## config.mk

```make
export PLATFORM = sky130hd
export DESIGN_NAME = instr_feeder
export DESIGN_NICKNAME = d
export VERILOG_FILES = /design/src/rtl/proc_pkg.sv /design/src/rtl/fifo_sync.sv /design/src/rtl/instr_feeder.sv
export SDC_FILE = /design/constraint.sdc
export NUM_CORES = 1
export LEC_CHECK = 0
export CAP_MARGIN = 10
export CORE_MARGIN = 2
export CORE_UTILIZATION = 50
export CTS_BUF_LIST = sky130_fd_sc_hd__clkbuf_2
export DETAILED_ROUTE_END_ITERATION = 6
export PLACE_DENSITY = 0.72
export RECOVER_POWER = 100
export SYNTH_ARGS = -nofsm -noshare
export SYNTH_HDL_FRONTEND = slang
export SYNTH_SLANG_ARGS = --single-unit
```

## constraint.sdc

```tcl
create_clock -name clk -period 9.39 [get_ports clk]
set_clock_uncertainty 0.2 [all_clocks]
set_input_delay 1.4085 -clock clk [delete_from_list [all_inputs] [get_ports clk]]
set_output_delay 1.4085 -clock clk [all_outputs]
set_load 0.1 [all_outputs]
```

## src/rtl/proc_pkg.sv

```systemverilog
// rtl/proc_pkg.sv - shared opcode, tick and word constants for simple_proc and its feeder
package proc_pkg;

    localparam int         WORD_W   = 9;
    localparam logic [2:0] OP_ADD   = 3'b001;
    localparam logic [2:0] OP_ADDI  = 3'b010;
    localparam logic [2:0] OP_SUB   = 3'b011;
    localparam logic [2:0] OP_MOVI  = 3'b111;
    localparam logic [8:0] NOP_WORD = 9'b000_000_000;

    localparam logic [3:0] T1 = 4'b0001;
    localparam logic [3:0] T2 = 4'b0010;
    localparam logic [3:0] T3 = 4'b0100;
    localparam logic [3:0] T4 = 4'b1000;

    typedef enum logic {
        S_INSTR = 1'b0,
        S_IMM   = 1'b1
    } feed_state_e;

    function automatic logic needs_imm(input logic [2:0] opcode);
        return (opcode == OP_ADDI) || (opcode == OP_MOVI);
    endfunction

endpackage

```

## src/rtl/fifo_sync.sv

```systemverilog
// rtl/fifo_sync.sv - single-clock word FIFO with count and sticky overflow flag
module fifo_sync #(
    parameter int DEPTH = 8,
    parameter int W     = 9,
    localparam int AW   = $clog2(DEPTH),
    localparam int CW   = AW + 1
) (
    input  logic          clk,
    input  logic          rst,
    input  logic          push_i,
    input  logic [W-1:0]  data_i,
    input  logic          pop_i,
    output logic [W-1:0]  head_o,
    output logic          full_o,
    output logic          empty_o,
    output logic [CW-1:0] count_o,
    output logic          overflow_o
);

    localparam logic [CW-1:0] FULL_CNT = CW'(DEPTH);

    logic [W-1:0]  mem_q [DEPTH];
    logic [AW-1:0] wr_ptr_q, rd_ptr_q;
    logic [CW-1:0] count_q;
    logic          overflow_q;
    logic          do_pop, do_push;

    // A pop in the same edge frees a slot, so a push into a full FIFO still lands.
    assign do_pop  = pop_i && (count_q != '0);
    assign do_push = push_i && ((count_q != FULL_CNT) || do_pop);

    always_ff @(posedge clk) begin
        if (do_push) mem_q[wr_ptr_q] <= data_i;
    end

    always_ff @(posedge clk or posedge rst) begin
        if (rst) begin
            wr_ptr_q   <= '0;
            rd_ptr_q   <= '0;
            count_q    <= '0;
            overflow_q <= 1'b0;
        end else begin
            if (do_push) wr_ptr_q <= wr_ptr_q + AW'(1);
            if (do_pop)  rd_ptr_q <= rd_ptr_q + AW'(1);
            count_q <= count_q + CW'(do_push) - CW'(do_pop);
            if (push_i && !do_push) overflow_q <= 1'b1;
        end
    end

    assign head_o     = mem_q[rd_ptr_q];
    assign full_o     = (count_q == FULL_CNT);
    assign empty_o    = (count_q == '0);
    assign count_o    = count_q;
    assign overflow_o = overflow_q;

endmodule

```

## src/rtl/instr_feeder.sv

```systemverilog
// rtl/instr_feeder.sv - buffers instruction/immediate words and sequences them onto simple_proc din
module instr_feeder
    import proc_pkg::*;
#(
    parameter int DEPTH = 8,
    parameter int W     = 9,
    localparam int CW   = $clog2(DEPTH) + 1
) (
    input  logic          clk,
    input  logic          rst,
    input  logic [3:0]    tick,
    input  logic          wr_en,
    input  logic [W-1:0]  wr_data,
    output logic [W-1:0]  din,
    output logic          full,
    output logic          empty,
    output logic [CW-1:0] count,
    output logic          overflow,
    output logic [15:0]   issued
);

    feed_state_e state_q;
    logic [15:0] issued_q;
    logic [W-1:0] head;
    logic         load_boundary, head_imm, issue_ok, pop;

    fifo_sync #(.DEPTH(DEPTH), .W(W)) u_fifo (
        .clk        (clk),
        .rst        (rst),
        .push_i     (wr_en),
        .data_i     (wr_data),
        .pop_i      (pop),
        .head_o     (head),
        .full_o     (full),
        .empty_o    (empty),
        .count_o    (count),
        .overflow_o (overflow)
    );

    // Any non-one-hot tick is treated as a load boundary so a glitched tick resyncs framing.
    assign load_boundary = !(tick inside {T1, T2, T3});
    assign head_imm      = needs_imm(head[W-1 -: 3]);
    assign issue_ok      = !empty && (!head_imm || (count >= CW'(2)));

    always_comb begin
        din = '0;
        pop = 1'b0;
        case (state_q)
            S_INSTR: begin
                if (issue_ok) din = head;
                pop = issue_ok && load_boundary;
            end
            S_IMM: begin
                din = head;
                pop = (tick == T3) || load_boundary;
            end
            default: ;
        endcase
    end

    always_ff @(posedge clk or posedge rst) begin
        if (rst) begin
            state_q  <= S_INSTR;
            issued_q <= '0;
        end else begin
            case (state_q)
                S_INSTR: begin
                    if (pop) begin
                        issued_q <= issued_q + 16'd1;
                        if (head_imm) state_q <= S_IMM;
                    end
                end
                S_IMM: begin
                    if (pop) state_q <= S_INSTR;
                end
                default: state_q <= S_INSTR;
            endcase
        end
    end

    assign issued = issued_q;

endmodule

```

==> results_dict.tcl <==
set metrics [dict create \
    status "finished, violations left" \
    failed_checks "capacitance limit, slew limit" \
    critPathTopFamily "compound AO/OA/AOI/OAI gates" \
    cp_data_required_time_ns 7.78 \
    period_share 0.747 \
    synth_seq_cells 100 \
    row_count 33 \
    cts_hold_buf 0 \
    worstSetupStartpoint "u_fifo.rd_ptr_q[0]" \
    detail-route-antenna-nets 0 \
    crit_path_end_kind "output pin" \
    maxSlewViolCount 60 \
    fin_nets 336 \
    fmax_ghz 0.143 \
    cts_sinks 100 \
    yosys-top-cells-area "edfxtp_1, dfrtp_1, mux4_2" \
    worst_pin_slew_ns 1.73 \
    seq_area_frac_synth 0.671 \
    antenna_found_initial 0 \
    synthAdderAreaFrac 0.0311 \
    maxCapViolCount 6 \
    multi_input_area_mm2 0.00129 \
    worst_slack_ns 2.38 \
    cts_resized 0 \
    syn-cell-area_mm2 0.00426 \
    rsz0062_at_grt "false" \
    crit_chain "mux4_1 > mux2i_1 > xnor2_1 > nand2_1 > a211oi_1 > nor2_1 > clkdlybuf4s50_1" \
    synth_warnings 0 \
    slowest_delay_ns 1.34 \
    rr_startpoint "state_q" \
    grtUsageTotal 0.176 \
    drt-total-wl_um 7490 \
    insertion_delay_ns 0.56 \
    grt_pass1_wl_um 11700 \
    muxShareOfSynthArea 0.129 \
    wl_per_cell_um 17.8 \
    synth.top_cells.by_count "edfxtp_1, dfrtp_1, xnor2_1" \
    syn_nets 282 \
    synth-async-reset-ratio 0.280 \
    cts_setup_buffers 0 \
    pre_cts_ws_ns 3.34 \
    ys.flop_type "edfxtp_1" \
    die_width_um 96.4 \
    wl_met2_um 3770 \
    setup_violations 0 \
    top_layer_used "met4" \
    synth_top_area_share 0.507 \
    fill_cells 657 \
    io_pins 48 \
    period_minus_slack_ns 7.01 \
    hold_viol 0 \
    dp_hpwl_um 4770 \
    grt.overflow.total 0 \
    grt_max_degree 29 \
    fin_setup_tns_ns 0 \
    n_antenna_cell 0 \
    dieArea_mm2 0.00928 \
    yosys.area_share.xor_xnor 0.0472 \
    worstSetupPathType "reg2out" \
    worstHoldStart "issued[15]" \
    drive_gt1_frac 0.105 \
    yosysMostFrequentCell "edfxtp_1" \
    avgViaCountPerCell 5.50 \
    path_buf_inv 1 \
    dieHeight_um 96.4 \
    utilization 0.600 \
    start_util 0.516 \
    num_vias 2310 \
    io_buffers 47 \
    cp.arrival_ns 5.40 \
    seq_area_mm2 0.00286 \
    grt_pass1_vias 2279 \
    cp-start-kind "register" \
    synth_compound_area_frac 0.0267 \
    syn_inst 256 \
    clock-root-buffer "clkbuf_2" \
    h-tree-depth 3 \
    synth.distinct_cells 40 \
    critPathSlowestCell "a211oi_1" \
    met1_length_um 3280 \
    cts_buffers 9 \
    core_area_mm2 0.00826 \
    worst-path-max-fanout 19 \
    wl_met3_um 352 \
    gp_congestion 0.762 \
    synth_edf_count 72 \
    drc_errors 0 \
    hold_class "reg2reg" \
    cts_max_path_buffers 2 \
    drt-pass1-iter-count 4 \
    yosysTopAreaCell "edfxtp_1" \
    slew_headroom -0.154 \
    synthSimpleGateAreaFrac 0.0742 \
    synth_top_family_by_area "multiplexers" \
    syn_area_per_cell_um2 16.7 \
    cts_tree "done" \
    clkSlewWorstSetupHoldPaths_ns 0.29 \
    area_delta_synth_final_pct 16.2 \
    drtIter0Drc 144 \
]
-- worst paths after layout --
check	to	slack, ns	cells after the start
hold reg to reg	issued[15]	0.29	1
max in group asynchronous	u_fifo.rd_ptr_q[2]	6.66	3
setup reg to reg	u_fifo.mem_q[4][5]	5.29	6
setup / recovery	din[7]	2.38	7
min in group asynchronous	issued[3]	0.99	2
hold / removal	issued[15]	0.29	1
-- metrics by stage --
step           cell area [um^2]  instances  hold slack, ns
2_1_floorplan              4260        256           0.280
3_3_place_gp               4860        403           0.257
3_5_place_dp               4860        403           0.255
4_1_cts                    5000        419           0.307
5_1_grt                    4960        420           0.313
6_report                   4960        420           0.289
-- sequential cells by signal (all words and copies together), names as in the netlist --
name and flops:
issued 16, state_q 1, u_fifo.count_o 4, u_fifo.mem_q 72
u_fifo.overflow_o 1, u_fifo.rd_ptr_q 3, u_fifo.wr_ptr_q 3
-- layout make-up --
type | count | share of cell area
timing repair buffer | 49 | 0.0964
sequential | 100 | 0.578
clock buffer | 11 | 0.0111
tap | 105 | 0.0265
multi-input combinational | 137 | 0.261
clock inverter | 5 | 0.0172
inverter | 13 | 0.00985
-- kinds of logic (layout without fill, tap and decap cells) --
family | count (synthesis) | after routing
adder cells (fa/ha/maj) | 10 | 10
multiplexers | 30 | 30
AO/OA/AOI/OAI | 13 | 13
buffers and inverters | 19 | 78
XOR/XNOR | 23 | 23
AND/OR/NAND/NOR | 61 | 61
flip-flops | 100 | 100
-- metal layers --
layer	vias to the layer above	GRT usage
li1	1082	-
met1	1160	0.223
met2	60	0.299
met3	8	0.0470
met4	0	0.0505
met5	-	0
-- layout by cell type (no fill, tap or decap), types with 9 or more instances in the layout --
cell / count
edfxtp_1: 72
dlygate4sd3_1: 42
dfrtp_1: 28
xnor2_1: 17
nand2_1: 16
nor2_1: 14
inv_1: 13
mux4_2: 12
clkbuf_2: 11
mux2i_1: 9
ha_1: 9
Power is left out: the tool's default activity adds up to more than one toggle a clock period on the data nets, which glitch-free logic cannot reach.
